$ cat src/rtl/quad_enc_decoder.sv
// x4 quadrature decoder: modulo rotor position, direction, windowed signed speed,
// index capture and a sticky illegal-transition flag for the vector-control core.
//
// state    | meaning
// ST_PRIME | first edge after reset: capture channel history, no events
// ST_RUN   | decoding steps, index edges and illegal transitions
module quad_enc_decoder #(
  parameter int POS_W   = 16,
  parameter int LINES   = 1024,
  parameter int WIN_CYC = 10000,
  parameter int SPD_W   = 16
) (
  input  logic                    clk,
  input  logic                    rst_n,
  input  logic                    chn_a,
  input  logic                    chn_b,
  input  logic                    chn_z,
  input  logic                    zero_en,
  input  logic                    err_clr,
  output logic [POS_W-1:0]        pos,
  output logic                    dir,
  output logic signed [SPD_W-1:0] speed,
  output logic                    speed_valid,
  output logic                    index_seen,
  output logic                    err
);

  localparam int CNT_W = (WIN_CYC > 2) ? $clog2(WIN_CYC) : 1;
  localparam logic [POS_W-1:0] POS_LAST = POS_W'(4 * LINES - 1);
  localparam logic [CNT_W-1:0] CNT_LAST = CNT_W'(WIN_CYC - 1);
  localparam logic signed [SPD_W:0] SUM_MAX = {2'b00, {(SPD_W-1){1'b1}}};
  localparam logic signed [SPD_W:0] SUM_MIN = {2'b11, {(SPD_W-2){1'b0}}, 1'b1};

  typedef enum logic {
    ST_PRIME = 1'b0,
    ST_RUN   = 1'b1
  } state_t;

  state_t state_q, state_d;

  logic [1:0]              prev_ab;
  logic                    prev_z;
  logic [CNT_W-1:0]        win_cnt;
  logic signed [SPD_W-1:0] acc;

  logic [1:0]              cur_ab;
  logic                    run;
  logic                    step_fwd;
  logic                    step_rev;
  logic                    illegal;
  logic                    index_rise;
  logic                    win_end;
  logic [POS_W-1:0]        pos_step;
  logic signed [SPD_W:0]   step_val;
  logic signed [SPD_W:0]   acc_sum;
  logic signed [SPD_W-1:0] acc_sat;

  always_ff @(posedge clk or negedge rst_n) begin
    if (!rst_n) begin
      state_q <= ST_PRIME;
    end else begin
      state_q <= state_d;
    end
  end

  always_comb begin
    state_d = state_q;
    run     = 1'b0;
    case (state_q)
      ST_PRIME: state_d = ST_RUN;
      ST_RUN:   run     = 1'b1;
      default:  state_d = ST_PRIME;
    endcase
  end

  assign cur_ab = {chn_a, chn_b};

  // Gray sequence 00->01->11->10 is forward; single-bit moves against it are reverse.
  always_comb begin
    step_fwd = 1'b0;
    step_rev = 1'b0;
    illegal  = 1'b0;
    if (run) begin
      case ({prev_ab, cur_ab})
        4'b0001, 4'b0111, 4'b1110, 4'b1000: step_fwd = 1'b1;
        4'b0010, 4'b1011, 4'b1101, 4'b0100: step_rev = 1'b1;
        default:                            illegal  = &(prev_ab ^ cur_ab);
      endcase
    end
  end

  assign index_rise = run & chn_z & ~prev_z;
  assign win_end    = (win_cnt == CNT_LAST);

  always_comb begin
    pos_step = pos;
    if (step_fwd) begin
      pos_step = (pos == POS_LAST) ? '0 : pos + POS_W'(1);
    end else if (step_rev) begin
      pos_step = (pos == '0) ? POS_LAST : pos - POS_W'(1);
    end
  end

  // One extra bit of headroom so the clamp sees the true sum before truncation.
  always_comb begin
    step_val = '0;
    if (step_fwd) begin
      step_val = (SPD_W+1)'(1);
    end else if (step_rev) begin
      step_val = -(SPD_W+1)'(1);
    end
    acc_sum = {acc[SPD_W-1], acc} + step_val;
    acc_sat = acc_sum[SPD_W-1:0];
    if (acc_sum > SUM_MAX) begin
      acc_sat = SUM_MAX[SPD_W-1:0];
    end else if (acc_sum < SUM_MIN) begin
      acc_sat = SUM_MIN[SPD_W-1:0];
    end
  end

  always_ff @(posedge clk or negedge rst_n) begin
    if (!rst_n) begin
      prev_ab    <= 2'b00;
      prev_z     <= 1'b0;
      pos        <= '0;
      dir        <= 1'b0;
      err        <= 1'b0;
      index_seen <= 1'b0;
    end else begin
      prev_ab <= cur_ab;
      prev_z  <= chn_z;
      if (index_rise && zero_en) begin
        pos <= '0;
      end else begin
        pos <= pos_step;
      end
      if (step_fwd) begin
        dir <= 1'b1;
      end else if (step_rev) begin
        dir <= 1'b0;
      end
      if (illegal) begin
        err <= 1'b1;
      end else if (err_clr) begin
        err <= 1'b0;
      end
      if (index_rise) begin
        index_seen <= 1'b1;
      end
    end
  end

  always_ff @(posedge clk or negedge rst_n) begin
    if (!rst_n) begin
      win_cnt     <= '0;
      acc         <= '0;
      speed       <= '0;
      speed_valid <= 1'b0;
    end else begin
      speed_valid <= win_end;
      if (win_end) begin
        win_cnt <= '0;
        acc     <= '0;
        speed   <= acc_sat;
      end else begin
        win_cnt <= win_cnt + CNT_W'(1);
        acc     <= acc_sat;
      end
    end
  end

endmodule

$ cat config.mk
export PLATFORM = sky130hd
export DESIGN_NAME = quad_enc_decoder
export DESIGN_NICKNAME = d
export VERILOG_FILES = /design/src/rtl/quad_enc_decoder.sv
export SDC_FILE = /design/constraint.sdc
export NUM_CORES = 1
export LEC_CHECK = 0
export BUFFER_PORTS_ARGS = -buffer_cell sky130_fd_sc_hd__buf_4
export CAP_MARGIN = 10
export CORE_ASPECT_RATIO = 1.5
export CORE_MARGIN = 1.5
export CORE_UTILIZATION = 50
export DETAILED_ROUTE_END_ITERATION = 8
export GPL_TIMING_DRIVEN = 0
export PLACE_DENSITY_LB_ADDON = 0.2
export SLEW_MARGIN = 30
export SYNTH_ARGS = -nofsm -noshare
export SYNTH_HDL_FRONTEND = slang
export SYNTH_SLANG_ARGS = --single-unit
$ cat constraint.sdc
create_clock -name clk -period 5.55 [get_ports clk]
set_input_delay 0.2775 -clock clk [delete_from_list [all_inputs] [get_ports clk]]
set_output_delay 0.2775 -clock clk [all_outputs]
set_load 0.03 [all_outputs]
# Yosys cells after proc, flatten, opt, wreduce, memory -nomap -nowiden
# Index checks and enable logic that the tools add are counted.
# word_totals
regBits	70
in_bits	7
# classes
n_addsub	4
n_lt_le_gt_ge	2
eq_ne	10
n_mux	22
n_bitwise	4
reduce_logical	9
# ops
operator	count
16-bit 2-to-1 mux	8
17-bit 2-to-1 mux	2
17-bit adder	1
17-bit by 16-bit > comparator with 1-bit output (second input constant)	1
17-bit by 16-bit < comparator with 1-bit output (second input constant)	1
16-bit by 1-bit adder with 16-bit output (second input constant)	1
16-bit by 12-bit == test with 1-bit output (second input constant)	1
4-bit == test (second input constant)	4
16-bit zero test	1
16-bit by 1-bit subtractor with 16-bit output (second input constant)	1
14-bit by 1-bit adder with 14-bit output (second input constant)	1
14-bit == test (second input constant)	1
14-bit 2-to-1 mux	1
1-bit 2-to-1 mux	11
4-bit by 3-bit == test with 1-bit output (second input constant)	2
4-bit OR reduction	2
8-bit OR reduction	1
4-bit by 1-bit == test with 1-bit output (second input constant)	1
4-bit by 2-bit == test with 1-bit output (second input constant)	1
2-bit nonzero test	2
3-bit nonzero test	1
1-bit AND	2
2-bit AND reduction	1
2-bit XOR	1
other kinds (2)	2

# Longest topological paths before layout
# logic_depth
ltp_word	11
ltp_mapped	17
ltp_nobuf	13

# Worst setup path before layout
# Ideal clock, no wire load.
# synth_timing
kind	register -> register
start	register state_q
end	register speed[10]
setup_ps	123
arrival_ps	3665
t_required_ps	5427
setup_slack_ps	1762
stages_incl_launch_ff	18
period_less_slack_ps	3788
path_cell_list	dfrtp_1 -> clkbuf_1 -> inv_1 -> or3_1 -> clkbuf_1 -> nand2_1 -> ha_1 -> ha_1 -> clkbuf_1 -> nand3_1 -> nor4_1 -> mux2i_1 -> xnor2_1 -> nor4_1 -> nand4_1 -> a21o_1 -> buf_6 -> o221a_2
# synth_between
elab_chain_cells	8
elab_cells_between_ends	10
# synth_rtl
item	line	rtl
start, declared	39	state_t state_q, state_d;
start signal, assigned	62	state_q <= state_d;
1-bit 2-to-1 mux (*)	69	case (state_q)
1-bit 2-to-1 mux	83	if (run) begin
17-bit 2-to-1 mux	109	end else if (step_rev) begin
17-bit 2-to-1 mux (*)	107	if (step_fwd) begin
17-bit adder (*)	112	acc_sum = {acc[SPD_W-1], acc} + step_val;
17-bit by 16-bit < comparator with 1-bit output	116	end else if (acc_sum < SUM_MIN) begin
16-bit 2-to-1 mux	116	
16-bit 2-to-1 mux (*)	114	if (acc_sum > SUM_MAX) begin
end signal, assigned	164	speed <= acc_sat;
end, declared	22	output logic signed [SPD_W-1:0] speed,
# Every way passes the cells marked *; elsewhere a longest branch is shown, timed or not.
# A chain may end at the register's enable or synchronous reset.

# Final worst setup path
# layout_timing
start	register state_q
end	register acc[1]
# layout_between
elab_chain_cells	9
elab_cells_between_ends	11
# layout_rtl
item	line	rtl
1-bit 2-to-1 mux (*)	69	
1-bit 2-to-1 mux	83	
17-bit 2-to-1 mux	109	
17-bit 2-to-1 mux (*)	107	
17-bit adder (*)	112	
17-bit by 16-bit < comparator with 1-bit output	116	
16-bit 2-to-1 mux	116	
16-bit 2-to-1 mux (*)	114	
16-bit 2-to-1 mux (*)	161	if (win_end) begin
end signal, assigned	167	acc <= acc_sat;
end, declared	44	logic signed [SPD_W-1:0] acc;
# Marks and branches as above.

==> flow_summary.toml <==
[outcome]
outcome = "finished clean"

[clocking]
clk_root_buffer_cell = "sky130_fd_sc_hd__clkbuf_16"
post-cts-setup-buffers = 0
h-tree-depth = 3
worstSkewPairLatency_ns = 0.34
cts-buffers-inserted = 9
clkSinkCount = 70
clk_transition_reported_paths_ns = 0.06
cts_tree = "done"
clk_path_buf_depth = 2

[timing]
final.min_clock_period_ns = 4.840
max_slew_margin_pct = 52.99
timing_max_transition_violations_final = 0
timing.final.hold_violations = 0
max_freq_mhz = 206.6
finalSetupViolCount = 0
timing.final.crit_share_pct = 87.20
setup-tns-final_ns = 0
clock_skew_ns = 0.008190
rsz_0062_raised_after_global_routing = "false"
pin_slew_with_the_least_headroom_to_its_limit_ns = 0.6987
hold_ws_ns = 0.06127

[route]
detailedRoute.firstIterationViolations = 335
wl_um = 11720
antenna_viol_nets_final = 0
viasPerCell = 6.227
drt-pass1-iter-count = 5
vias = 4091
drc_errors = 0
wl_per_cell_um = 17.84

[worst_setup_path]
crit_type = "reg -> reg"
timing.critical_path.from = "state_q"
critPathRequiredTime_ns = 5.74
endpoint_arrival_time_on_the_critical_path_ns = 5.03
worst_setup_start_kind = "flip-flop"
worst_r2r_startpoint = "state_q"
worst_setup_path_end_kind = "flip-flop"
crit_fanout = 10

[logic_synthesis]
synth-main-ff-cell = "sky130_fd_sc_hd__dfrtp_1"
syn_avg_cell_area_um2 = 8.889
ys_async_sr_fraction_pct = 100.0
yosys_warning_count = 0
yosysUniqueCellTypes = 66
top_post_synthesis_cells_by_area = "sky130_fd_sc_hd__dfrtp_1, sky130_fd_sc_hd__xnor2_1, sky130_fd_sc_hd__nor2_1"
yosys-top-cells-count = "sky130_fd_sc_hd__dfrtp_1, sky130_fd_sc_hd__nor2_1, sky130_fd_sc_hd__nand2_1"
yosysSeqAreaShare_pct = 40.22
mapped_cells = 490
synthesis.area_mm2 = 0.004355
most_numerous_cell_in_the_yosys_netlist = "sky130_fd_sc_hd__dfrtp_1"
synth_top_area_cell = "sky130_fd_sc_hd__dfrtp_1"
yosys.area.top_type_share_pct = 40.22
synth_edf_count = 0
synth_seq_cells = 70
synth.net_count = 503

[die]
fp.dieArea_mm2 = 0.009292
boundary_pin_count = 43
std_cell_rows = 41
chipWidth_um = 79.21
core_mm2 = 0.008413
effective_utilization_at_floorplan_pct = 51.77
die-height_um = 117.3

[place]
hpwl_um = 8288
buffer_ports.inserted = 42
place_congestion = 0.9325
place_inst = 640

[cells_and_area]
diodes = 0
fin_nets = 558
final_cells = 657
layout_overhead_on_the_synthesized_area_pct = 17.35
final_layout_size_suffix_gt1_share_pct = 16.55

[global_routing]
global_route.usage.total_pct = 26.19
grt_start_max_net_pins = 71
grt_use_met1_pct = 30.30
number_of_global_route_vias_before_repair = 3874
grt_busiest_layer = "met2"
grt_util_met3_pct = 3.813
grt_pass1_wl_um = 18910
antenna_found_initial = 0
grt_util_met2_pct = 44.71
grt_overflow_total = 0

[power_and_ir_drop]
cellLeakagePower_nw = 2.204
vdd_ir_drop_max_mv = 0.2523
power_per_cell_area_mw_per_mm2 = 438.4

[worst_hold_path]
timing.hold.worst.class = "in -> reg"
hold_start = "chn_z"

[flow_run]
maxCapViolCount = 0
[layout by cell type (no fill, tap or decap), types with 3 or more instances in the layout]
cell and n:
sky130_fd_sc_hd__a22o_1 8, sky130_fd_sc_hd__xnor2_1 28, sky130_fd_sc_hd__o311ai_0 3, sky130_fd_sc_hd__o21ai_1 4
sky130_fd_sc_hd__o221a_2 10, sky130_fd_sc_hd__and3_1 5, sky130_fd_sc_hd__inv_1 20, sky130_fd_sc_hd__xor2_1 9
sky130_fd_sc_hd__clkbuf_1 24, sky130_fd_sc_hd__a21oi_1 19, sky130_fd_sc_hd__nor4_1 10, sky130_fd_sc_hd__nand4_1 13
sky130_fd_sc_hd__clkbuf_16 9, sky130_fd_sc_hd__a211oi_1 4, sky130_fd_sc_hd__or4_1 3, sky130_fd_sc_hd__mux2i_1 6
sky130_fd_sc_hd__o21ai_0 24, sky130_fd_sc_hd__ha_1 6, sky130_fd_sc_hd__nor3_1 19, sky130_fd_sc_hd__o22ai_1 5
sky130_fd_sc_hd__or3_1 6, sky130_fd_sc_hd__nor2_1 51, sky130_fd_sc_hd__dfrtp_1 70, sky130_fd_sc_hd__a221oi_1 4
sky130_fd_sc_hd__clkinv_4 3, sky130_fd_sc_hd__mux2_2 4, sky130_fd_sc_hd__a21o_1 7, sky130_fd_sc_hd__nand2_1 37
sky130_fd_sc_hd__o211ai_1 3, sky130_fd_sc_hd__nand3_1 30, sky130_fd_sc_hd__buf_2 6, sky130_fd_sc_hd__buf_4 41
sky130_fd_sc_hd__nor2b_1 3
[worst max-delay path, cell delays in order (launching register included)]
cell	delay (ns)
sky130_fd_sc_hd__dfrtp_1	0.32
sky130_fd_sc_hd__clkbuf_1	0.34
sky130_fd_sc_hd__inv_1	0.14
sky130_fd_sc_hd__or3_1	0.42
sky130_fd_sc_hd__clkbuf_1	0.26
sky130_fd_sc_hd__nand2_1	0.24
sky130_fd_sc_hd__ha_1	0.45
sky130_fd_sc_hd__ha_1	0.22
sky130_fd_sc_hd__clkbuf_1	0.30
sky130_fd_sc_hd__nand3_1	0.31
sky130_fd_sc_hd__nor4_1	0.25
sky130_fd_sc_hd__nand3_1	0.26
sky130_fd_sc_hd__o22a_1	0.30
sky130_fd_sc_hd__buf_2	0.19
sky130_fd_sc_hd__nor3_1	0.21
sky130_fd_sc_hd__nor2_1	0.07
sky130_fd_sc_hd__a211oi_1	0.39
[cell type report]
type                       count  area (um^2)
fill                         774         3302
clock inverter                 7        56.30
buffer                        30        126.4
multi-input combinational    370         2409
inverter                      20        75.07
tap                          107        133.9
clock buffer                   9        225.2
timing repair buffer          44        334.1
sequential                    70         1752
[repair_timing]
action / CTS / global route
hold buffers: 0 / 1
endpoints found under the hold margin: 0 / 19
gates resized for setup: 0 / 0
setup endpoints to repair: 0 / 0
[cells by family after synthesis]
family / synth area share, %
flops: 40.22
buf+inv: 4.625
fa+ha+maj: 1.953
xor+xnor: 8.561
simple gates: 22.41
mux: 2.413
other cells: 0.08610
compound gates: 19.74
[per-stage QoR]
stage	power, mW	instance area [um^2]	worst slack, ns	utilization, %
after global routing	2.375	5111	0.3557	60.75
after detailed placement	1.680	4816	0.7563	57.24
final	2.241	5111	0.7104	60.75
after global placement	1.663	4805	0.7392	57.11
after CTS	2.231	5097	0.7212	60.59
after floorplan	1.392	4355	1.762	-
[power by group]
group	internal (mW)	switching, mW
clock	0.307	0.236
combinational	0.357	0.612
sequential	0.605	0.124
[final timing paths]
kind                              end  slack, ns  depth (start not counted)
setup / recovery               acc[1]       0.71                         16
hold / removal                 prev_z       0.06                          1
setup reg to reg               acc[1]       0.71                         16
hold reg to reg            index_seen       0.47                          1
max in group asynchronous  index_seen       4.58                          2
min in group asynchronous    speed[7]       0.51                          2
[routing by layer]
| layer | share of wire, % | vias to the layer above |
|---|---|---|
| li1 | - | 1906 |
| met1 | 40 | 1993 |
| met2 | 51 | 155 |
| met3 | 4.4 | 37 |
| met4 | 4.8 | 0 |
| met5 | 0 | - |
[registers in the layout, summed over array words and instances (netlist names), 2 cells and up]
signal / count
win_cnt: 14
speed: 16
acc: 16
prev_ab: 2
pos: 16
No activity file was read; power rests on OpenSTA's default activity.
